**src/rtl/dvp_pkg.sv**
```systemverilog
// dvp_pkg: shared types and constants for the DVP capture path.
//   cap_state_t       : capture FSM state encoding
//   rgb565_t          : one RGB565 pixel word
//   DVP_BYTES_PER_PIX : sensor bytes that make up one pixel
package dvp_pkg;

  typedef enum logic [1:0] {
    CAP_IDLE   = 2'd0,
    CAP_SYNC   = 2'd1,
    CAP_ACTIVE = 2'd2
  } cap_state_t;

  typedef logic [15:0] rgb565_t;

  localparam int DVP_BYTES_PER_PIX = 2;

endpackage

```
**src/rtl/dvp_byte_pack.sv**
```systemverilog
// dvp_byte_pack: pairs consecutive sensor bytes into one RGB565 word.
//   clk, rst_n : pixel clock, async active-low reset
//   clr        : drop any half-assembled pixel and return to byte phase 0
//   byte_en    : byte_in carries a valid sensor byte this cycle
//   byte_in    : sensor byte (already registered by the caller)
//   word       : assembled pixel, meaningful while strobe is high
//   strobe     : second byte of a pair is present, word is complete
//   phase      : current byte phase (1 = half pixel held)
// BYTE_SWAP = 0 puts the first byte in word[15:8], 1 puts it in word[7:0].
module dvp_byte_pack
  import dvp_pkg::*;
#(
  parameter int BYTE_SWAP = 0
) (
  input  logic       clk,
  input  logic       rst_n,
  input  logic       clr,
  input  logic       byte_en,
  input  logic [7:0] byte_in,
  output rgb565_t    word,
  output logic       strobe,
  output logic       phase
);

  localparam logic LAST_PHASE = 1'(DVP_BYTES_PER_PIX - 1);

  logic [7:0] hold_r;
  logic       phase_r;

  // Hold register for the first byte and the byte-phase toggle.
  always_ff @(posedge clk or negedge rst_n) begin
    if (!rst_n) begin
      hold_r  <= 8'h00;
      phase_r <= 1'b0;
    end else if (clr) begin
      phase_r <= 1'b0;
    end else if (byte_en) begin
      if (phase_r == 1'b0) begin
        hold_r <= byte_in;
      end else begin
        hold_r <= hold_r;
      end
      phase_r <= ~phase_r;
    end else begin
      phase_r <= phase_r;
    end
  end

  // Word assembly: the second byte is combined straight from the input.
  always_comb begin
    word   = {hold_r, byte_in};
    strobe = byte_en & ~clr & (phase_r == LAST_PHASE);
    if (BYTE_SWAP != 0) begin
      word = {byte_in, hold_r};
    end else begin
      word = {hold_r, byte_in};
    end
  end

  assign phase = phase_r;

endmodule

```
**src/rtl/dvp_capture.sv**
```systemverilog
// dvp_capture: DVP camera receive stage. Captures whole frames only and emits
// RGB565 pixels with start-of-frame / end-of-line markers.
//   clk, rst_n   : sensor pixel clock, async active-low reset
//   enable       : capture request, acted on at frame boundaries only
//   dvp_vsync    : sensor vsync (polarity set by VSYNC_POL)
//   dvp_de       : sensor data enable (href)
//   dvp_data     : sensor byte
//   err_clr      : pulse, clears err_line / err_frame (a new error wins)
//   pix_data     : RGB565 pixel, pix_valid qualifies it
//   pix_sof      : first pixel of frame, pix_eol : last pixel of line
//   frame_done   : pulse, a frame with exactly V_ACTIVE lines ended
//   busy         : capture FSM in ACTIVE
//   err_line     : sticky, a line was not exactly 2*H_ACTIVE bytes
//   err_frame    : sticky, a frame did not have V_ACTIVE lines
//   frame_cnt    : completed-frame counter
// Optional feature macro DVP_CAPTURE_STATS_EN: when defined frame_cnt counts
// frame_done pulses (wrapping); otherwise frame_cnt is constant zero.
// Pixel latency: second byte of a pair sampled on edge N -> pix_valid after N+2.
module dvp_capture
  import dvp_pkg::*;
#(
  parameter int H_ACTIVE  = 640,
  parameter int V_ACTIVE  = 480,
  parameter int VSYNC_POL = 1,
  parameter int BYTE_SWAP = 0
) (
  input  logic        clk,
  input  logic        rst_n,
  input  logic        enable,
  input  logic        dvp_vsync,
  input  logic        dvp_de,
  input  logic [7:0]  dvp_data,
  input  logic        err_clr,
  output rgb565_t     pix_data,
  output logic        pix_valid,
  output logic        pix_sof,
  output logic        pix_eol,
  output logic        frame_done,
  output logic        busy,
  output logic        err_line,
  output logic        err_frame,
  output logic [15:0] frame_cnt
);

  localparam int XW = $clog2(H_ACTIVE + 1);
  localparam int YW = $clog2(V_ACTIVE + 1);
  localparam logic [XW-1:0] X_END  = XW'(H_ACTIVE);
  localparam logic [XW-1:0] X_LAST = XW'(H_ACTIVE - 1);
  localparam logic [YW-1:0] Y_END  = YW'(V_ACTIVE);

  logic          vsync_q_r, vsync_d_r, de_q_r, de_d_r;
  logic [7:0]    data_q_r;
  cap_state_t    state_r, state_nx_s;
  logic          start_s, active_s, vs_rise_s, vs_fall_s, de_fall_s;
  logic          line_end_s, frame_end_s, line_bad_s;
  logic          frame_good_s, frame_bad_s, frame_ovf_post_s;
  logic [XW-1:0] x_r;
  logic [YW-1:0] y_r, y_inc_s, y_post_s;
  logic          line_ovf_r, frame_ovf_r;
  logic          pack_clr_s, pack_en_s, strobe_s, phase_s, pix_acc_s, pix_drop_s;
  rgb565_t       word_s;
  logic          s1_valid_r, s1_sof_r, s1_eol_r;
  rgb565_t       s1_data_r;

  // Input register stage plus delayed copies for edge detection.
  always_ff @(posedge clk or negedge rst_n) begin
    if (!rst_n) begin
      vsync_q_r <= 1'b0;
      vsync_d_r <= 1'b0;
      de_q_r    <= 1'b0;
      de_d_r    <= 1'b0;
      data_q_r  <= 8'h00;
    end else begin
      vsync_q_r <= (VSYNC_POL != 0) ? dvp_vsync : ~dvp_vsync;
      vsync_d_r <= vsync_q_r;
      de_q_r    <= dvp_de;
      de_d_r    <= de_q_r;
      data_q_r  <= dvp_data;
    end
  end

  assign vs_rise_s   = vsync_q_r & ~vsync_d_r;
  assign vs_fall_s   = ~vsync_q_r & vsync_d_r;
  assign de_fall_s   = ~de_q_r & de_d_r;
  assign active_s    = (state_r == CAP_ACTIVE);
  assign line_end_s  = active_s & de_fall_s;
  assign frame_end_s = active_s & vs_rise_s;

  // FSM state register.
  always_ff @(posedge clk or negedge rst_n) begin
    if (!rst_n) begin
      state_r <= CAP_IDLE;
    end else begin
      state_r <= state_nx_s;
    end
  end

  // FSM next state: ACTIVE is only entered on a vsync deassert edge.
  always_comb begin
    state_nx_s = state_r;
    start_s    = 1'b0;
    case (state_r)
      CAP_IDLE: begin
        if (enable) state_nx_s = CAP_SYNC;
        else        state_nx_s = CAP_IDLE;
      end
      CAP_SYNC: begin
        if (vs_fall_s) begin
          if (enable) begin
            state_nx_s = CAP_ACTIVE;
            start_s    = 1'b1;
          end else begin
            state_nx_s = CAP_IDLE;
          end
        end else begin
          state_nx_s = CAP_SYNC;
        end
      end
      CAP_ACTIVE: begin
        if (vs_rise_s) state_nx_s = CAP_SYNC;
        else           state_nx_s = CAP_ACTIVE;
      end
      default: begin
        state_nx_s = CAP_IDLE;
      end
    endcase
  end

  // A half pixel still open at line end or frame end is thrown away.
  assign pack_clr_s = start_s | line_end_s | frame_end_s;
  assign pack_en_s  = active_s & de_q_r;

  dvp_byte_pack #(.BYTE_SWAP(BYTE_SWAP)) u_pack (
    .clk     (clk),
    .rst_n   (rst_n),
    .clr     (pack_clr_s),
    .byte_en (pack_en_s),
    .byte_in (data_q_r),
    .word    (word_s),
    .strobe  (strobe_s),
    .phase   (phase_s)
  );

  assign pix_acc_s  = strobe_s & (x_r < X_END) & (y_r < Y_END);
  assign pix_drop_s = strobe_s & ~pix_acc_s;

  // Line close happens before the frame-end compare when both land together.
  // Overflow flags remember lines/pixels lost to counter saturation.
  assign line_bad_s       = line_end_s & ((x_r != X_END) | line_ovf_r | phase_s);
  assign y_inc_s          = (y_r == Y_END) ? y_r : (y_r + YW'(1));
  assign y_post_s         = line_end_s ? y_inc_s : y_r;
  assign frame_ovf_post_s = frame_ovf_r | (line_end_s & (y_r == Y_END));
  assign frame_good_s     = frame_end_s & (y_post_s == Y_END) & ~frame_ovf_post_s;
  assign frame_bad_s      = frame_end_s & ~frame_good_s;

  // Pixel / line counters with saturation and overflow tracking.
  always_ff @(posedge clk or negedge rst_n) begin
    if (!rst_n) begin
      x_r         <= '0;
      y_r         <= '0;
      line_ovf_r  <= 1'b0;
      frame_ovf_r <= 1'b0;
    end else if (start_s) begin
      x_r         <= '0;
      y_r         <= '0;
      line_ovf_r  <= 1'b0;
      frame_ovf_r <= 1'b0;
    end else if (line_end_s) begin
      x_r         <= '0;
      y_r         <= y_post_s;
      line_ovf_r  <= 1'b0;
      frame_ovf_r <= frame_ovf_post_s;
    end else if (pix_acc_s) begin
      x_r <= x_r + XW'(1);
    end else if (pix_drop_s) begin
      line_ovf_r <= 1'b1;
    end else begin
      x_r <= x_r;
    end
  end

  // Pixel pipeline: markers captured with the accept, then the output stage.
  always_ff @(posedge clk or negedge rst_n) begin
    if (!rst_n) begin
      s1_valid_r <= 1'b0;
      s1_data_r  <= 16'h0000;
      s1_sof_r   <= 1'b0;
      s1_eol_r   <= 1'b0;
      pix_valid  <= 1'b0;
      pix_data   <= 16'h0000;
      pix_sof    <= 1'b0;
      pix_eol    <= 1'b0;
    end else begin
      s1_valid_r <= pix_acc_s;
      s1_data_r  <= pix_acc_s ? word_s : 16'h0000;
      s1_sof_r   <= pix_acc_s & (x_r == '0) & (y_r == '0);
      s1_eol_r   <= pix_acc_s & (x_r == X_LAST);
      pix_valid  <= s1_valid_r;
      pix_data   <= s1_data_r;
      pix_sof    <= s1_sof_r;
      pix_eol    <= s1_eol_r;
    end
  end

  // Status outputs; a new error takes priority over err_clr.
  always_ff @(posedge clk or negedge rst_n) begin
    if (!rst_n) begin
      frame_done <= 1'b0;
      busy       <= 1'b0;
      err_line   <= 1'b0;
      err_frame  <= 1'b0;
    end else begin
      frame_done <= frame_good_s;
      busy       <= (state_nx_s == CAP_ACTIVE);
      err_line   <= line_bad_s  ? 1'b1 : (err_clr ? 1'b0 : err_line);
      err_frame  <= frame_bad_s ? 1'b1 : (err_clr ? 1'b0 : err_frame);
    end
  end

`ifdef DVP_CAPTURE_STATS_EN
  // Completed-frame counter, wraps at 16 bits, cleared only by reset.
  always_ff @(posedge clk or negedge rst_n) begin
    if (!rst_n) begin
      frame_cnt <= 16'h0000;
    end else if (frame_good_s) begin
      frame_cnt <= frame_cnt + 16'h0001;
    end else begin
      frame_cnt <= frame_cnt;
    end
  end
`else
  assign frame_cnt = 16'h0000;
`endif

endmodule

```
**config.mk**
```make
export PLATFORM = sky130hd
export DESIGN_NAME = dvp_capture
export DESIGN_NICKNAME = d
export VERILOG_FILES = /design/src/rtl/dvp_pkg.sv /design/src/rtl/dvp_byte_pack.sv /design/src/rtl/dvp_capture.sv
export SDC_FILE = /design/constraint.sdc
export NUM_CORES = 1
export LEC_CHECK = 0
export CAP_MARGIN = 10
export CORE_MARGIN = 5
export CORE_UTILIZATION = 30
export DETAILED_ROUTE_END_ITERATION = 7
export PLACE_DENSITY_LB_ADDON = 0.08
export REMOVE_ABC_BUFFERS = 1
export SLEW_MARGIN = 20
export SYNTH_ARGS = -nofsm -noshare
export SYNTH_HDL_FRONTEND = slang
export SYNTH_SLANG_ARGS = --single-unit
```
**constraint.sdc**
```tcl
create_clock -name clk -period 6.2 [get_ports clk]
set_input_delay 1.24 -clock clk [delete_from_list [all_inputs] [get_ports clk]]
set_output_delay 1.24 -clock clk [all_outputs]
set_load 0.01 [all_outputs]
```
# Word-level counts from Yosys, hierarchy flattened
# Cells that the tools add are included.
classes:
  addsub: 2
  mul: 0
  div: 0
  magnitude_cmp: 2
  eq_ne: 8
  shifts: 0
  muxes: 27
  n_bitwise: 32
  reduce_logical: 11
op_table:
  columns: ["operator", "n"]
  rows:
  - ["2-to-1 mux 9 bit", 4]
  - ["2-to-1 mux 10 bit", 3]
  - ["AND 1 bit", 19]
  - ["equality test 9 bit (second input constant)", 2]
  - ["2-to-1 mux 16 bit", 1]
  - ["2-to-1 mux 1 bit", 15]
  - ["adder 10 x 1 -> 10 bit (second input constant)", 1]
  - ["equality test 10 bit (second input constant)", 1]
  - ["zero test 10 bit", 1]
  - ["less-than comparator 10 bit (second input constant)", 1]
  - ["!= test 10 bit (second input constant)", 1]
  - ["adder 9 x 1 -> 9 bit (second input constant)", 1]
  - ["zero test 9 bit", 1]
  - ["less-than comparator 9 bit (second input constant)", 1]
  - ["NOT 1 bit", 8]
  - ["nonzero test 2 bit", 4]
  - ["2-to-1 mux 2 bit", 3]
  - ["case mux 2 bit (3 select lines)", 1]
  - ["nonzero test 3 bit", 2]
  - ["OR 1 bit", 5]
  - ["equality test 2 bit (second input constant)", 2]
  - ["!= test 3 bit (second input constant)", 1]
  - ["AND reduction 3 bit", 1]
  - ["equality test 2 x 1 -> 1 bit (second input constant)", 1]
  - ["other kinds (2)", 2]
totals:
  regBits: 86
  latchBits: 0
  ram_bits: 0
  mem_bits_ro: 0
  output_inout_bits: 39
  elab_cells: 106
  n_memories: 0

# Logic depth before layout (Yosys ltp)
# Gate-level depths: netlist of run 1.
depth:
  word_depth: 17
  depth_mapped: 8
  depth_no_buf: 8

# Hierarchy
# A second synthesis of run 1 with hierarchy kept.
hier_totals:
  hier_cells: 292
  hier_area_um2: 3452.1
modules_own_cells:
  columns: ["module", "instances", "cells_per_inst", "area_per_inst_um2", "seq_area_each_um2"]
  rows:
  - ["dvp_capture", 1, 263, 3035.4, 1926.8]
  - ["dvp_byte_pack", 1, 29, 416.6, 225.2]

# Worst setup path before layout of run 1
# Ideal clock, no wire load.
synth_timing:
  path_type: "input-to-reg"
  from: "input enable"
  to: "register line_ovf_r"
  setup_ns: 0.132
  arrival_ns: 1.987
  slack_ns: 4.081
  stages: 4
  path_buffers: 1
  cell_sequence: "nand4b_1 nand2_1 clkbuf_1 nor2_1"
synth_between:
  elab_chain_len: 14
  word_cells_on_any_way: 16
  cone_classes: "eq/ne (1); mux (4); bitwise (9); reduce/logical (2)"
synth_rtl:
  columns: ["item", "line_no", "source"]
  rows:
  - ["start: declaration", "dvp_capture.sv:29", "input logic enable,"]
  - ["2-to-1 mux 1 bit *", "dvp_capture.sv:109", "if (enable) begin"]
  - ["2-to-1 mux 1 bit *", "dvp_capture.sv:108", "if (vs_fall_s) begin"]
  - ["2-to-1 mux 1 bit *", "dvp_capture.sv:102", "case (state_r)"]
  - ["OR 1 bit (2 in a row)", "dvp_capture.sv:130", "assign pack_clr_s = start_s | line_end_s | frame_end_s;"]
  - ["NOT 1 bit (no line)", null, null]
  - ["AND 1 bit (2 in a row)", "dvp_byte_pack.sv:52", "strobe = byte_en & ~clr & (phase_r == LAST_PHASE);"]
  - ["AND 1 bit (2 in a row)", "dvp_capture.sv:144", "assign pix_acc_s = strobe_s & (x_r < X_END) & (y_r < Y_END);"]
  - ["NOT 1 bit", "dvp_capture.sv:145", "assign pix_drop_s = strobe_s & ~pix_acc_s;"]
  - ["AND 1 bit", "dvp_capture.sv:145", null]
  - ["nonzero test 3 bit (no line)", null, null]
  - ["AND reduction 2 bit (no line)", null, null]
  - ["end signal: assignment", "dvp_capture.sv:161", "line_ovf_r <= 1'b0;"]
  - ["end signal: assignment", "dvp_capture.sv:166", "line_ovf_r <= 1'b0;"]
  - ["end signal: assignment", "dvp_capture.sv:171", "line_ovf_r <= 1'b0;"]
  - ["end: declaration", "dvp_capture.sv:59", "logic line_ovf_r, frame_ovf_r;"]
# Every way passes the cells marked *; elsewhere a longest branch is shown, timed or not.
# A chain may end at the register's enable or synchronous reset.

# Worst setup path after layout of run 1
layout_timing:
  from: "input enable"
  to: "register y_r[6]"
layout_between:
  elab_chain_len: 4
  word_cells_on_any_way: 5
  cone_classes: "mux (4); reduce/logical (1)"
layout_rtl:
  columns: ["item", "line_no", "source"]
  rows:
  - ["2-to-1 mux 1 bit *", "dvp_capture.sv:109", null]
  - ["2-to-1 mux 1 bit *", "dvp_capture.sv:108", null]
  - ["2-to-1 mux 1 bit *", "dvp_capture.sv:102", null]
  - ["2-to-1 mux 9 bit / nonzero test 2 bit (equally long branches)", null, null]
  - ["end signal: assignment", "dvp_capture.sv:170", "y_r <= y_post_s;"]
  - ["end: declaration", "dvp_capture.sv:58", "logic [YW-1:0] y_r, y_inc_s, y_post_s;"]
# Marked as above.

==> out/metrics.yaml, run 1 <==
status:
  status: "complete, no violations"
timing:
  worst_pin_slew_ns: 0.713
  final-setup-viol-count: 0
  fmax_mhz: 360
  final-hold-violation-count: 0
  min_period_over_period_pct: 44.8
  drv_slew: 0
  rsz0062_at_grt: "no"
  setup_tns_ns: 0
  hold_ws_ns: 0.343
  period_minus_slack_ns: 2.78
  maxSlewHeadroom_pct: 52.4
  fin_skew_ns: 0.00668
floorplanning:
  core_um2: 11300
  fp.dieW_um: 117
  dieArea_um2: 13600
  fp-row-count: 39
  io_pins: 53
  start_util_pct: 30.2
  die_height_um: 117
detailed_routing:
  route.detailed.drc: 0
  detail_route.first_pass.iterations: 4
  viasPerCell: 4.45
  num_vias: 2062
  first_iter_violations: 101
  routed_wl_mm: 6.30
  antenna_left: 0
  wire_per_inst_um: 13.6
min_path:
  hp-start: "s1_data_r[15]"
  worstHoldEndpoint: "pix_data[15]"
  hold_class: "flip-flop to flip-flop"
  min_path_cells: 0
global_routing:
  grt_usage_pct: 10.3
  grt_pass1_wl_mm: 10.7
  grt_max_degree: 56
  grt_remaining_overflow: 0
  antenna_found_initial: 0
  grt_pass1_vias: 2054
synth:
  synth-seq-cells: 86
  ys.flop_type: "dfrtp_1"
  syn_inst: 278
  synth_edf_count: 0
  ys_types: 49
  yosys_warnings: 0
  syn_area_per_cell_um2: 12.3
  syn_area_um2: 3410
  ys_async_sr_fraction_pct: 100
  yosysSeqAreaShare_pct: 63.1
critical_path:
  reg2reg_depth: 4
  critPathKind: "input pin to flip-flop"
  critPathArrivalTime_ns: 3.00
  rr_endpoint: "y_r[6]"
  crit_required_ns: 6.42
  r2r-start: "state_r[0]"
  cp-end-kind: "flip-flop"
  crit_fanout: 19
  ff2ff_setup_slack_ns: 3.81
  cp-start-kind: "input pin"
cts:
  cts_resized: 0
  clk_latency_ns: 0.33
  cts_tree: "built"
  cts_setup_buffers: 0
  cts_buffers: 9
  holdBufCountCts: 0
  clock_path_buffers: 2
  root_buffer: "clkbuf_16"
  cts.sinks: 86
  clkTransAtPathRegs_ns: 0.07
  htreeDepth: 3
power:
  switchingPower_uw: 339
  internal_power_uw: 987
  ir_drop_mv: 0.116
  power.density_nw_per_um2: 320
  combPwrFrac_pct: 9.1
  p_leak_nw: 1.89
  power_frac_seq_pct: 49.2
  switching_share_pct: 25.6
  power.share.clock_pct: 41.7
finish:
  final_layout_size_suffix_gt1_share_pct: 12.2
  final_area_um2: 4140
  fin_nets: 333
  layout_commonest_cell: "dfrtp_1"
  area.growth.synth_to_final_pct: 21.5
  num_antenna_cells: 0
  final_cell_mix: "86 x dfrtp_1, 35 x clkdlybuf4s50_1, 22 x nor2_1, 18 x and2_1, 16 x conb_1"
placed_design:
  port_buffers: 36
  placed_cell_area_um2: 3840
  dp_hpwl_mm: 4.16
  gp_congestion: 0.759
flow_run:
  max_cap_violations: 0
per-layer routing:
layer	GRT usage, %	part of all wire, %	vias up	routed length (um)
met4	4.59	1.6	0	101
met2	15.8	47	44	2950
met5	0	0	-	0
li1	-	-	987	-
met1	13.7	47	1023	2960
met3	2.75	4.5	8	284
kinds of logic (layout without fill, tap and decap cells):
kind of cell,Yosys count,in the layout,share of synthesized area (%)
AOI/OAI and AO/OA,31,31,6.46
xor gates and xnor gates,12,12,3.08
adders and majority gates,4,4,1.47
buffers and inverters,35,62,6.17
DFF,86,86,63.1
muxes,10,10,3.23
other,1,16,0.110
and+or+nand+nor,99,99,16.4
Yosys cell counts, drive strengths merged (2+ instances only):
library cell  number  area share, %
and2              18            3.3
nand4              5            1.1
xor2               7            1.8
o22ai              2           0.55
and3               4           0.88
xnor2              5            1.3
nand3              9            1.3
nand3b             3           0.66
a21oi              3           0.44
inv                8           0.88
nor3               8            1.2
nor4               4           0.92
nand2b             2           0.37
o21ai             13            2.0
mux2               8            2.6
a31oi              3           0.55
buf               21            4.6
mux2i              2           0.59
dfrtp             86             63
a41oi              2           0.51
clkbuf             6           0.66
or2                2           0.44
nand2             13            1.4
ha                 4            1.5
nor2              22            2.4
nor2b              3           0.55
metrics by stage:
step           utilization [%]  power (mW)  cells  setup slack (ns)
2_1_floorplan                -       0.736    266              3.93
3_3_place_gp              34.0       0.786    447              3.10
3_5_place_dp              34.0       0.786    447              3.07
4_1_cts                   36.8        1.35    463              3.42
5_1_grt                   36.8        1.39    463              3.25
6_report                  36.8        1.33    463              3.42
registers in the layout, indices dropped and copies added, names as in the netlist, 2 cells and up:
name	flops
pix_data	16
s1_data_r	16
x_r	10
y_r	9
data_q_r	8
u_pack.hold_r	8
state_r	2
how the worst max path moves through the flow:
| stage | startpoint | slack, ns | end | depth (start not counted) |
|---|---|---|---|---|
| 5_1_grt | enable | 3.25 | y_r[6] | 5 |
| 3_5_place_dp | enable | 3.07 | y_r[6] | 5 |
| 4_1_cts | enable | 3.42 | y_r[6] | 5 |
| 6_report | enable | 3.42 | y_r[6] | 5 |
| 2_1_floorplan | enable | 3.93 | y_r[6] | 4 |
| 3_3_place_gp | enable | 3.10 | y_r[6] | 5 |
worst max-delay path, stage by stage:
cell and delay (ns):
clkdlybuf4s50_1 0.47, nand4b_1 0.22, nand2_1 0.61, o21ai_0 0.19, a22o_1 0.26
layout make-up:
| type | instances | area (um^2) |
|---|---|---|
| Fill cell | 1111 | 7130 |
| Sequential cell | 86 | 2150 |
| Multi-Input combinational cell | 172 | 1100 |
| Timing Repair Buffer | 38 | 373 |
| Clock buffer | 9 | 225 |
| Tap cell | 143 | 179 |
| Clock inverter | 7 | 81.3 |
| Inverter | 8 | 30.0 |
power by group through the flow:
stage	registers [mW]	clock network, mW	logic [mW]
2_1_floorplan	0.652	0	0.0836
3_3_place_gp	0.663	0	0.123
3_5_place_dp	0.663	0	0.123
4_1_cts	0.652	0.574	0.123
5_1_grt	0.662	0.595	0.138
6_report	0.653	0.553	0.121
Power figures use the tool's default switching activity.
==> inputs of run 2 (changes only) <==
- clock period: 6.2 -> 2.4 ns (I/O delays scaled with it)
==> run 2 against run 1 <==
Sequential share of layout area fell by 0.31 points. Count of clock-buffer cells in the layout rose by 2. Combinational power rose to 2.9 times the previous value. Non-clock buffer count rose by 7. Critical endpoint is now err_frame. Global-route usage rose by 0.27 points. First-iteration DRC count fell by 0.99%. Via count barely moved. Worst setup slack got worse by 3.1 ns. Critical path depth rose by 3. Core utilization rose by 0.22 points. Die area did not move. Cell count rose by 1.3%.
==> out/metrics.yaml, run 2 (synthesis results as in run 1) <==
status:
  status: "complete, no violations"
critical_path:
  path_delay_family: "simple AND/OR/NAND/NOR gates"
  cp_num_buf_inv: 1
  slowest_delay_ns: 0.50
  critPathKind: "flip-flop to flip-flop"
  cp-start-kind: "flip-flop"
  crit_required_ns: 2.61
  crit_fanout: 6
  critPathArrivalTime_ns: 2.32
  crit_slowest_cell: "or4b_4"
  cp-end-kind: "flip-flop"
  path_cells: "inv_1, ha_1, or4b_4, o211ai_2, nand3b_1, a221oi_2, and3_4, o22ai_2"
placed_design:
  dp_hpwl_mm: 4.50
  gp_congestion: 0.773
  port_buffers: 36
  dp.cells: 454
timing:
  final-hold-violation-count: 0
  drv_slew: 0
  maxSlewHeadroom_pct: 56.5
  fmax_mhz: 474
  min_period_over_period_pct: 87.8
  setup_tns_ns: 0
  fin_skew_ns: 0.00568
  final-setup-viol-count: 0
  rsz0062_at_grt: "no"
  worst_pin_slew_ns: 0.653
  period_minus_slack_ns: 2.11
cts:
  cts_buffers: 9
  cts_tree: "built"
  clkTransAtPathRegs_ns: 0.06
  cts_setup_buffers: 0
  holdBufCountCts: 0
  htreeDepth: 3
  clock_path_buffers: 2
  cts_resized: 0
  root_buffer: "clkbuf_16"
  cts.sinks: 86
  clk_latency_ns: 0.33
global_routing:
  antenna_found_initial: 0
  grt_usage_pct: 10.6
  grt_pass1_vias: 2096
  grt_pass1_wl_mm: 10.8
  grt_remaining_overflow: 0
  grt_max_degree: 51
detailed_routing:
  detail_route.first_pass.iterations: 4
  routed_wl_mm: 6.53
  wl_met2_mm: 3.23
  viasPerCell: 4.40
  wire_per_inst_um: 13.9
  first_iter_violations: 100
  routed.top_layer: "met4"
  num_vias: 2064
  route.detailed.drc: 0
  wl_met3_um: 329
  antenna_left: 0
  met1_length_mm: 2.87
finish:
  final_cell_mix: "86 x dfrtp_1, 35 x clkdlybuf4s50_1, 22 x nor2_1, 18 x and2_1, 16 x conb_1"
  num_antenna_cells: 0
  register_area_um2: 2150
  area.growth.synth_to_final_pct: 22.3
  fin_nets: 340
  n_fill_cell: 1112
  multi_input_area_um2: 1100
  final_layout_size_suffix_gt1_share_pct: 13.5
  reg.largest.list: "pix_data x16, s1_data_r x16, x_r x10"
  layout_commonest_cell: "dfrtp_1"
  finish.utilization_pct: 37.0
  stdcell_count: 469
floorplanning:
  start_util_pct: 30.2
  fp-row-count: 39
  core_um2: 11300
  fp.dieW_um: 117
  die_height_um: 117
  io_pins: 53
  dieArea_um2: 13600
min_path:
  hold_class: "input pin to async pin"
flow_run:
  max_cap_violations: 0
power:
  ir_drop_mv: 0.468
  p_leak_nw: 1.91
  power.density_nw_per_um2: 787
[run 2: power breakdown]
| part | internal, mW | switching, mW | leakage [nW] | total (mW) |
|---|---|---|---|---|
| clock | 0.720 | 0.528 | 0.135 | 1.25 |
| sequential | 1.57 | 0.111 | 1.16 | 1.68 |
| combinational | 0.175 | 0.176 | 0.619 | 0.351 |
[run 2: worst register-to-register path: stages, from the launching register on]
cell and delay [ns]:
dfrtp_1 0.44, inv_1 0.10, ha_1 0.13, or4b_4 0.50
o211ai_2 0.19, nand3b_1 0.12, a221oi_2 0.24, and3_4 0.22
o22ai_2 0.05
[run 2: per-layer routing]
layer	GRT usage, %	up-vias
li1	-	998
met1	13.1	1019
met2	17.2	39
met3	3.32	8
met4	4.13	0
met5	0	-
[run 2: area by class of cell]
cell class	count	share of cell area, %
well taps	143	4.29
flip-flops and latches	86	51.6
inverters	8	0.720
clock inverters	4	0.570
repair buffers	45	10.5
multi-input cells	172	26.5
clock buffers	11	5.82
[run 2: worst paths after layout]
check	depth (start not counted)	end	slack, ns	from
max reg2reg	8	err_frame	0.29	y_r[0]
max in group asynchronous	2	pix_data[14]	1.63	rst_n
min reg2reg	0	pix_data[4]	0.35	s1_data_r[4]
min	1	s1_data_r[9]	0.18	rst_n
min in group clk	0	pix_data[4]	0.35	s1_data_r[4]
max	8	err_frame	0.29	y_r[0]
[run 2: through the flow]
step | worst slack [ns] | total power [mW] | cell area, um^2 | hold WS, ns
final | 0.292 | 3.28 | 4170 | 0.181
after CTS | 0.286 | 3.35 | 4170 | 0.204
after global placement | 0.340 | 2.06 | 3900 | 0.332
after global routing | 0.197 | 3.48 | 4170 | 0.237
after detailed placement | 0.318 | 2.06 | 3900 | 0.335
after floorplan | 0.425 | 1.90 | 3290 | 0.184
==> inputs of run 3 (changes only) <==
- CORE_UTILIZATION: 30 -> 45
==> run 3 against run 2 <==
First-iteration DRC count is 66% lower. Design area is 4.1% lower. Register-to-register slack worse by 0.02 ns. Clock power is 27% lower. Via count hardly changed. Routed wire length is 12% lower. Critical endpoint unchanged. Highest routed layer unchanged.
==> out/metrics.yaml, run 3 (synthesis results as in run 1) <==
status:
  status: "complete, no violations"
power:
  p_leak_nw: 1.84
  combPwrFrac_pct: 10.9
  switching_share_pct: 27.2
  switchingPower_uw: 795
  power.density_nw_per_um2: 731
  internal_power_mw: 2.13
  finalPower_mw: 2.92
  power.share.clock_pct: 31.2
  power_frac_seq_pct: 57.8
  ir_drop_mv: 0.421
timing:
  drv_slew: 0
  min_period_over_period_pct: 88.6
  setup_tns_ns: 0
  rsz0062_at_grt: "no"
  fin_skew_ns: 0.0111
  period_minus_slack_ns: 2.13
  worst_pin_slew_ns: 0.515
  maxSlewHeadroom_pct: 65.6
  hold_ws_ns: 0.100
  final-hold-violation-count: 0
  fmax_mhz: 470
  final-setup-viol-count: 0
finish:
  fin_nets: 336
  final_cell_mix: "86 x dfrtp_1, 35 x clkdlybuf4s50_1, 22 x nor2_1, 18 x and2_1, 16 x conb_1"
  final_layout_size_suffix_gt1_share_pct: 12.7
  finish.utilization_pct: 54.5
  num_antenna_cells: 0
  n_fill_cell: 620
  stdcell_count: 422
  reg.largest.list: "pix_data x16, s1_data_r x16, x_r x10"
  area.growth.synth_to_final_pct: 17.2
  layout_commonest_cell: "dfrtp_1"
critical_path:
  crit_fanout: 6
  r2r-start: "y_r[0]"
  cp-end-kind: "flip-flop"
  crit_required_ns: 2.63
  critPathArrivalTime_ns: 2.35
  cp-start-kind: "flip-flop"
  critPathKind: "flip-flop to flip-flop"
  reg2reg_depth: 8
  rr_endpoint: "err_frame"
  ff2ff_setup_slack_ns: 0.27
detailed_routing:
  antenna_left: 0
  wire_per_inst_um: 13.7
  num_vias: 2065
  route.detailed.drc: 0
  detail_route.first_pass.iterations: 4
  viasPerCell: 4.89
  routed_wl_mm: 5.77
  first_iter_violations: 34
floorplanning:
  start_util_pct: 46.5
  dieArea_um2: 9420
  fp.dieW_um: 97.0
  die_height_um: 97.0
  core_um2: 7330
  fp-row-count: 31
  io_pins: 53
global_routing:
  antenna_found_initial: 0
  grt_usage_pct: 13.0
  grt_remaining_overflow: 0
  grt_pass1_wl_mm: 9.90
  grt_max_degree: 48
  grt_use_met2_pct: 21.4
  grt_pass1_vias: 2048
  grt-busiest-layer: "met2"
  grt_util_met1_pct: 16.1
  grt.met3_usage_pct: 4.53
cts:
  clk_latency_ns: 0.35
  clock_path_buffers: 2
  clkTransAtPathRegs_ns: 0.09
  holdBufCountCts: 0
  htreeDepth: 3
  root_buffer: "clkbuf_8"
  cts_buffers: 9
  cts_tree: "built"
  cts_resized: 0
  cts_setup_buffers: 0
  cts.sinks: 86
flow_run:
  max_cap_violations: 0
min_path:
  hold_class: "input pin to async pin"
placed_design:
  dp_hpwl_mm: 4.06
  dp.cells: 406
  port_buffers: 36
  gp_congestion: 0.870
==> run 3: layout make-up <==
cell class	count	area, um^2	area share, %
sequential	86	2150	53.9
inverter	8	30.0	0.751
tap	99	124	3.10
timing repair buffer	41	408	10.2
multi-input combinational	172	1100	27.6
clock inverter	6	51.3	1.28
clock buffer	10	128	3.19
==> run 3: worst max-delay path, cell delays in order (launching register included) <==
cell and delay [ns]:
dfrtp_1 0.45, inv_1 0.10, ha_1 0.13, or4b_4 0.49, o211ai_2 0.19, nand3b_1 0.12, a221oi_2 0.25, and3_4 0.22
o22ai_2 0.05
==> run 3: stage by stage <==
| step | cell area (um^2) | setup slack (ns) |
|---|---|---|
| after CTS | 4000 | 0.278 |
| after floorplan | 3290 | 0.425 |
| after global placement | 3820 | 0.344 |
| after detailed placement | 3820 | 0.308 |
| after global routing | 4000 | 0.149 |
| final | 4000 | 0.273 |
==> run 3: power groups by stage <==
stage          clock [mW]  combinational, mW  sequential (mW)
5_1_grt              1.02              0.361             1.71
2_1_floorplan           0              0.216             1.68
6_report            0.912              0.319             1.69
4_1_cts             0.955              0.324             1.69
3_3_place_gp            0              0.318             1.71
3_5_place_dp            0              0.323             1.72
==> run 3: worst max-delay path by stage <==
stage / from / end / slack, ns / depth (start not counted)
5_1_grt: y_r[0] / err_frame / 0.15 / 8
4_1_cts: y_r[0] / err_frame / 0.28 / 8
6_report: y_r[0] / err_frame / 0.27 / 8
2_1_floorplan: y_r[0] / err_frame / 0.42 / 8
3_5_place_dp: y_r[0] / err_frame / 0.31 / 8
3_3_place_gp: y_r[0] / err_frame / 0.34 / 8
==> run 3: per-layer routing <==
layer,share of wire [%],up-vias
li1,-,993
met1,45,1015
met2,48,51
met3,5.8,6
met4,1.1,0
met5,0,-
